File: src/rtl/hls_sched_pkg.sv
// Shared types and constants for the four-product scheduler that
// time-multiplexes one pipelined multiplier.
package hls_sched_pkg;

  localparam int DW_DEF  = 16;
  localparam int NUM_OPS = 4;

  // Tag carried alongside each product through the multiplier pipeline.
  typedef logic [1:0] op_idx_t;

  localparam op_idx_t LAST_OP = op_idx_t'(NUM_OPS - 1);

  typedef enum logic [1:0] {
    IDLE,
    ISSUE,
    DRAIN
  } state_t;

endpackage

File: src/rtl/shared_mul_pipe.sv
// MUL_LAT-stage signed multiplier with a valid/tag shift register alongside.
// The product leaves the pipe MUL_LAT edges after it was issued.
module shared_mul_pipe
  import hls_sched_pkg::*;
#(
  parameter int DW      = DW_DEF,
  parameter int MUL_LAT = 2
) (
  input  logic                 Clk,
  input  logic                 Rst,
  input  logic                 in_vld,
  input  op_idx_t              in_tag,
  input  logic signed [DW-1:0] x,
  input  logic signed [DW-1:0] y,
  output logic                 out_vld,
  output op_idx_t              out_tag,
  output logic signed [DW-1:0] p
);

  logic [MUL_LAT-1:0]   vld_q;
  op_idx_t              tag_q  [MUL_LAT];
  logic signed [DW-1:0] prod_q [MUL_LAT];
  logic signed [DW-1:0] prod_lo;

  // The low DW bits of a product depend only on the low DW bits of the
  // operands, so evaluating in a DW-wide context is exactly the truncation.
  assign prod_lo = x * y;

  // Valid bits: the only pipeline state that must be cleared by reset.
  always_ff @(posedge Clk) begin
    // NOTE: non-blocking assignments let each stage sample the previous
    // stage's pre-edge value, which is what makes this a shift register.
    if (Rst) begin
      vld_q <= '0;
    end else begin
      vld_q[0] <= in_vld;
      for (int s = 1; s < MUL_LAT; s++) vld_q[s] <= vld_q[s-1];
    end
  end

  // Product and tag stages advance every cycle alongside the valids.
  always_ff @(posedge Clk) begin
    // NOTE: data stages carry no reset; a cleared valid bit makes their
    // contents don't-care, so resetting them would only add reset fan-out.
    tag_q[0]  <= in_tag;
    prod_q[0] <= prod_lo;
    for (int s = 1; s < MUL_LAT; s++) begin
      tag_q[s]  <= tag_q[s-1];
      prod_q[s] <= prod_q[s-1];
    end
  end

  assign out_vld = vld_q[MUL_LAT-1];
  assign out_tag = tag_q[MUL_LAT-1];
  assign p       = prod_q[MUL_LAT-1];

endmodule

File: src/rtl/hls_mul_share_sched.sv
// Four-product kernel (i=a*b, j=c*d, k=e*f, l=g*h) scheduled onto a single
// shared pipelined multiplier, keeping the Start/Done handshake of the
// fully parallel kernel. MUL_LAT must be at least 1.
module hls_mul_share_sched
  import hls_sched_pkg::*;
#(
  parameter int DW      = DW_DEF,
  parameter int MUL_LAT = 2
) (
  input  logic                 Clk,
  input  logic                 Rst,
  input  logic                 Start,
  input  logic signed [DW-1:0] a,
  input  logic signed [DW-1:0] b,
  input  logic signed [DW-1:0] c,
  input  logic signed [DW-1:0] d,
  input  logic signed [DW-1:0] e,
  input  logic signed [DW-1:0] f,
  input  logic signed [DW-1:0] g,
  input  logic signed [DW-1:0] h,
  output logic                 Busy,
  output logic                 Done,
  output logic signed [DW-1:0] i,
  output logic signed [DW-1:0] j,
  output logic signed [DW-1:0] k,
  output logic signed [DW-1:0] l
);

  state_t               state;
  op_idx_t              issue_cnt;
  logic signed [DW-1:0] bank_x [NUM_OPS];
  logic signed [DW-1:0] bank_y [NUM_OPS];

  logic                 mul_in_vld;
  logic signed [DW-1:0] mul_x;
  logic signed [DW-1:0] mul_y;
  logic                 mul_out_vld;
  op_idx_t              mul_out_tag;
  logic signed [DW-1:0] mul_p;

  logic                 accept;
  logic                 last_retire;

  assign accept      = (state == IDLE) && Start;
  assign last_retire = mul_out_vld && (mul_out_tag == LAST_OP);

  // Exactly one issue per cycle while in ISSUE; the issue counter is also the tag.
  assign mul_in_vld = (state == ISSUE);
  assign mul_x      = bank_x[issue_cnt];
  assign mul_y      = bank_y[issue_cnt];

  shared_mul_pipe #(
    .DW      (DW),
    .MUL_LAT (MUL_LAT)
  ) u_mul (
    .Clk     (Clk),
    .Rst     (Rst),
    .in_vld  (mul_in_vld),
    .in_tag  (issue_cnt),
    .x       (mul_x),
    .y       (mul_y),
    .out_vld (mul_out_vld),
    .out_tag (mul_out_tag),
    .p       (mul_p)
  );

  // Control FSM: accept in IDLE, four issues, then wait for the last retirement.
  always_ff @(posedge Clk) begin
    if (Rst) begin
      state     <= IDLE;
      issue_cnt <= '0;
      Busy      <= 1'b0;
      Done      <= 1'b0;
    end else begin
      Done <= 1'b0;
      case (state)
        IDLE: begin
          if (Start) begin
            state     <= ISSUE;
            issue_cnt <= '0;
            Busy      <= 1'b1;
          end
        end
        ISSUE: begin
          issue_cnt <= issue_cnt + 1'b1;
          if (issue_cnt == LAST_OP) state <= DRAIN;
        end
        DRAIN: begin
          if (last_retire) begin
            state <= IDLE;
            Busy  <= 1'b0;
            Done  <= 1'b1;
          end
        end
        default: state <= IDLE;
      endcase
    end
  end

  // Operand bank: captured only on the accept edge, so later input changes
  // and Starts that arrive while busy leave it untouched.
  always_ff @(posedge Clk) begin
    if (!Rst && accept) begin
      bank_x[0] <= a;  bank_y[0] <= b;
      bank_x[1] <= c;  bank_y[1] <= d;
      bank_x[2] <= e;  bank_y[2] <= f;
      bank_x[3] <= g;  bank_y[3] <= h;
    end
  end

  // Result registers, routed by the tag returning from the multiplier; each
  // one holds its value until its own product retires.
  always_ff @(posedge Clk) begin
    if (Rst) begin
      i <= '0;
      j <= '0;
      k <= '0;
      l <= '0;
    end else if (mul_out_vld) begin
      case (mul_out_tag)
        2'd0: i <= mul_p;
        2'd1: j <= mul_p;
        2'd2: k <= mul_p;
        2'd3: l <= mul_p;
      endcase
    end
  end

endmodule

File: config.mk
export PLATFORM = sky130hd
export DESIGN_NAME = hls_mul_share_sched
export DESIGN_NICKNAME = d
export VERILOG_FILES = /design/src/rtl/hls_sched_pkg.sv /design/src/rtl/shared_mul_pipe.sv /design/src/rtl/hls_mul_share_sched.sv
export SDC_FILE = /design/constraint.sdc
export NUM_CORES = 1
export LEC_CHECK = 0
export ABC_AREA = 1
export BUFFER_PORTS_ARGS = -buffer_cell sky130_fd_sc_hd__buf_2
export CORE_MARGIN = 3
export CORE_UTILIZATION = 40
export CTS_BUF_LIST = sky130_fd_sc_hd__clkbuf_4
export DETAILED_ROUTE_END_ITERATION = 7
export GPL_TIMING_DRIVEN = 0
export PLACE_DENSITY_LB_ADDON = 0.1
export RECOVER_POWER = 50
export SLEW_MARGIN = 20
export SYNTH_ARGS = -nofsm -noshare
export SYNTH_HDL_FRONTEND = slang
export SYNTH_SLANG_ARGS = --single-unit
File: constraint.sdc
create_clock -name Clk -period 9.47 [get_ports Clk]
set_clock_uncertainty 0.15 [all_clocks]
set_input_delay 1.4205 -clock Clk [delete_from_list [all_inputs] [get_ports Clk]]
set_output_delay 1.4205 -clock Clk [all_outputs]
set_load 0.01 [all_outputs]
=== Word-level counts from Yosys, hierarchy flattened ===
Memories as Yosys holds them, arrays and structs flattened. A register that Yosys moved wholly into a read port is not among the register bits.
Cells that the tools add are included.

* Add/sub/neg operators: 1
* Multiply operators: 1
* Equality and inequality tests: 9
* Muxes and demuxes: 16
* Bitwise logic cells: 1
* Reductions and logical operators: 16

{| class="wikitable"
|+ Operators with widths
! cell !! count
|-
| $mul 16x16->16 || 1
|-
| $mux 2 || 8
|-
| $reduce_and 2->1 || 5
|-
| $eq 2x2->1 const B || 4
|-
| $ne 2x2->1 const B || 3
|-
| $pmux 2 s3 || 1
|-
| $reduce_and 3->1 || 2
|-
| $mux 1 || 5
|-
| $eq 2x1->1 const B || 2
|-
| $logic_not 2->1 || 2
|-
| $pmux 2 s2 || 1
|-
| $reduce_bool 2->1 || 2
|-
| $logic_and 1x1->1 || 3
|-
| $add 2x1->2 const B || 1
|-
| $pmux 1 s2 || 1
|-
| $reduce_or 2->1 || 1
|-
| $logic_not 1->1 || 1
|-
| $not 1->1 || 1
|}

* Register bits after elaboration: 72
* Bits in writable memories: 164
* Input bits: 131
* Output and inout bits: 66
* Word-level logic and storage cells: 57
* Memories kept: 4

{| class="wikitable"
|+ Memory list
! memory !! depth !! width !! read ports !! clocked after memory_dff !! wr ports !! line !! source
|-
| bank_x || 4 || 16 || 1 || 1 || 4 || hls_mul_share_sched.sv:31 || <nowiki>logic signed [DW-1:0] bank_x [NUM_OPS];</nowiki>
|-
| bank_y || 4 || 16 || 1 || 1 || 4 || hls_mul_share_sched.sv:32 || <nowiki>logic signed [DW-1:0] bank_y [NUM_OPS];</nowiki>
|-
| u_mul.prod_q || 2 || 16 || 2 || 0 || 2 || shared_mul_pipe.sv:22 || <nowiki>logic signed [DW-1:0] prod_q [MUL_LAT];</nowiki>
|-
| u_mul.tag_q || 2 || 2 || 2 || 0 || 2 || shared_mul_pipe.sv:21 || <nowiki>op_idx_t tag_q [MUL_LAT];</nowiki>
|}

=== Logic depth before layout (Yosys ltp) ===
* Depth in word-level cells: 5
* Gate-level depth with buffers: 35
* Depth with buffers taken out: 32

=== Hierarchy ===
A second synthesis with hierarchy kept.

* Cell total of the unflattened synthesis: 1444
* Area, all modules: 13113.8 um^2

{| class="wikitable"
|+ By module, submodules not included
! module !! instances !! cells an instance !! area each (um^2) !! sequential area each (um^2)
|-
| hls_mul_share_sched || 1 || 709 || 7647.3 || 5285.1
|-
| shared_mul_pipe || 1 || 735 || 5466.5 || 760.7
|}

=== Worst setup path after synthesis ===
No wires, ideal clock.

* Path type: input -> register
* From: in Start
* To: mem bank_x[0][0] (netlist name) (enable)
* Library setup time: 0.618 ns
* Arrival time: 6.887 ns
* Data required time: 8.702 ns
* Path slack: 1.815 ns
* Cell stages on the path: 2
* Path buffers: 0
* Cell sequence: nand3_1 nor2_1

{| class="wikitable"
|+ RTL lines
! element !! line !! source
|-
| start, declared || hls_mul_share_sched.sv:12 || <nowiki>input logic Start,</nowiki>
|-
| end, declared || hls_mul_share_sched.sv:31 ||
|}

==> flow_summary.json <==
{
  "status": "finished clean",
  "irDropWorstVdd_mv": 0.322,
  "endpoint": "u_mul.prod_q[0][14]",
  "htreeDepth": 3,
  "reg2reg_depth": 30,
  "final_max_slew_viol_count": 0,
  "cp-start-kind": "register",
  "setup_violations": 0,
  "antenna_found_initial": 3,
  "final_common_cell": "nand2_1",
  "num_vias": 9611,
  "ys_seq_elements": 238,
  "syn2layout_area_growth_pct": 19.4,
  "via_per_inst": 4.65,
  "max-slew-margin-rel_pct": 6.81,
  "fin_nets": 1901,
  "crit_type": "register to register",
  "core_um2": 30700,
  "final_area_um2": 15000,
  "groute.layer.met2.usage_pct": 31.4,
  "fp.dieH_um": 183,
  "ant_nets": 0,
  "initial_core_util_pct": 40.8,
  "grt_pass1_vias": 9750,
  "ios": 197,
  "final_util_pct": 48.7,
  "die_w_um": 183,
  "grt-ovfl-total": 0,
  "reg2reg_slack_ns": 3.07,
  "clock_path_buffers": 3,
  "wl_per_cell_um": 14.6,
  "num_rows": 64,
  "hpwl_um": 23600,
  "synth_nets": 1632,
  "cts_hold_buf": 0,
  "grt_first_pass_wirelength_um": 48600,
  "synth.area.top_cells": "edfxtp_1, dfxtp_1, fa_1",
  "most-common-layout-cells": "nand2_1, nor2_1, inv_1",
  "cts_num_sinks": 238,
  "ctsRootBufferMaster": "clkbuf_4",
  "finalCritPeriodShare_pct": 67.6,
  "route.final.wire_length_um": 30200,
  "multiInputGateArea_um2": 5430,
  "slowest_stage": "fa_1",
  "p_leak_nw": 7.25,
  "min_path_type": "register to register",
  "slowest_delay_ns": 0.53,
  "drt_iter0_drc": 432,
  "powerDensity_nw_per_um2": 326,
  "busiest_layer": "met2",
  "required_ns": 9.83,
  "port_buffers": 196,
  "postCtsResizedCells": 0,
  "tightest_slew_ns": 1.40,
  "yosysTopAreaCell": "edfxtp_1",
  "cts_tree": "built",
  "ys_async_sr_fraction_pct": 0,
  "grt_max_degree": 30,
  "layout.area.seq_um2": 6050,
  "firstDrtPassIters": 5,
  "ys_warn_count": 0,
  "avgSynthCellArea_um2": 9.22,
  "numCtsBuffers": 66,
  "synth_ff_type": "edfxtp_1",
  "syn_area_um2": 12500,
  "routabilityCongestion": 0.861,
  "seq_area_frac_synth_pct": 48.2,
  "cts.clk_slew.worst_paths_ns": 0.06,
  "r2r_end": "u_mul.prod_q[0][14]",
  "yosysTopAreaCellShare_pct": 30.7,
  "max_cap_viol_count": 0,
  "path_max_fanout": 10,
  "finalHoldViolations": 0,
  "cts_setup_buffers": 0,
  "max_freq_ghz": 0.156,
  "grt_usage_pct": 18.4,
  "timing.final.crit_period_ns": 6.40,
  "fillCellCount": 3065,
  "use_met1_pct": 22.9,
  "placed_area_um2": 14100,
  "cp.arrival_ns": 6.76,
  "cpMostUsedCell": "inv_1",
  "rsz0062_at_grt": "false",
  "min_path_cells": 0,
  "drc": 0,
  "syn_inst": 1360,
  "end_kind": "register",
  "grtUsageMet3_pct": 3.63,
  "clock_latency_ns": 0.61,
  "synth_cell_types": 31,
  "die_area_um2": 33500,
  "synth_edf_count": 128,
  "drive_gt1_share_pct": 19.0
}
-- logic make-up (layout without fill, tap and decap cells) --
logic type | Yosys count | after routing | share of synthesized area (%)
AND/OR/NAND/NOR | 606 | 606 | 19.3
XOR/XNOR | 14 | 14 | 0.978
adder cells (fa/ha/maj) | 141 | 141 | 18.8
AO/OA/AOI/OAI | 99 | 99 | 4.24
flip-flops | 238 | 238 | 48.2
buffers and inverters | 262 | 570 | 8.48
other | 0 | 3 | 0
-- metrics by stage --
| step | TNS, ns | hold WS [ns] | setup WS, ns | power (mW) | cells |
|---|---|---|---|---|---|
| floorplan | 0 | 0.160 | 1.81 | 3.30 | 1360 |
| global placement | -55.84 | 0.160 | -0.451 | 3.91 | 1952 |
| detailed placement | 0 | 0.162 | 3.00 | 3.98 | 1957 |
| CTS | 0 | 0.149 | 3.00 | 4.98 | 2064 |
| global route | 0 | 0.155 | 2.55 | 5.46 | 2067 |
| finish | 0 | 0.156 | 3.07 | 4.87 | 2067 |
-- routing by layer --
metal,vias to the layer above,share of wire [%]
li1,4813,-
met1,4450,43
met2,290,48
met3,58,5.5
met4,0,2.8
met5,-,0
-- how the worst min path moves through the flow --
stage | startpoint | endpoint | slack (ns)
finish | u_mul.prod_q[0][0] | u_mul.prod_q[0][16] | 0.16
global route | u_mul.prod_q[0][3] | u_mul.prod_q[0][19] | 0.16
CTS | u_mul.prod_q[0][0] | u_mul.prod_q[0][16] | 0.15
detailed placement | u_mul.prod_q[0][5] | u_mul.prod_q[0][21] | 0.16
global placement | u_mul.prod_q[0][6] | u_mul.prod_q[0][22] | 0.16
floorplan | u_mul.prod_q[0][0] | u_mul.prod_q[0][16] | 0.16
-- flip-flops by register name, summed over array words and instances (netlist names), 4 cells and up, named ones only --
signal        flops
bank_x           64
bank_y           64
u_mul.prod_q     32
i                16
j                16
k                16
l                16
u_mul.tag_q       4
-- cell usage after synthesis (2+ instances only) --
library cell and instances:
a21oi_1 13, and2_1 8, buf_2 13, buf_4 7, buf_6 5, clkbuf_1 19, dfxtp_1 110, edfxtp_1 128
fa_1 79, ha_1 62, inv_1 211, inv_2 5, nand2_1 294, nand2_2 4, nand3_1 70, nand3b_1 4
nand4_1 2, nor2_1 223, o211ai_1 3, o211ai_2 2, o21ai_0 75, o21ai_1 2, xnor2_1 8, xor2_1 6
-- where the power goes --
group          total [mW]  internal [mW]  switching [mW]
sequential           1.30           1.23          0.0674
combinational        2.61           1.06            1.55
clock               0.963          0.567           0.396
total                4.87           2.86            2.01
-- critical path, delay by kind of cell (launching register included) --
family | cells | cell delay, ns
AO/OA/AOI/OAI | 4 | 0.52
adder cells (fa/ha/maj) | 7 | 2.74
buffers and inverters | 12 | 1.59
flip-flops | 1 | 0.30
AND/OR/NAND/NOR | 6 | 0.81
XOR/XNOR | 1 | 0.15
-- area by class of cell --
cell class,count,area share [%]
Multi-Input combinational cell,860,36.3
Timing Repair Buffer,201,7.02
Clock inverter,12,1.09
Inverter,217,5.44
Clock buffer,95,4.77
Tap cell,396,3.31
Buffer,45,1.66
Antenna cell,3,0.0502
Sequential cell,238,40.4
(Power assumes the default switching activity.)
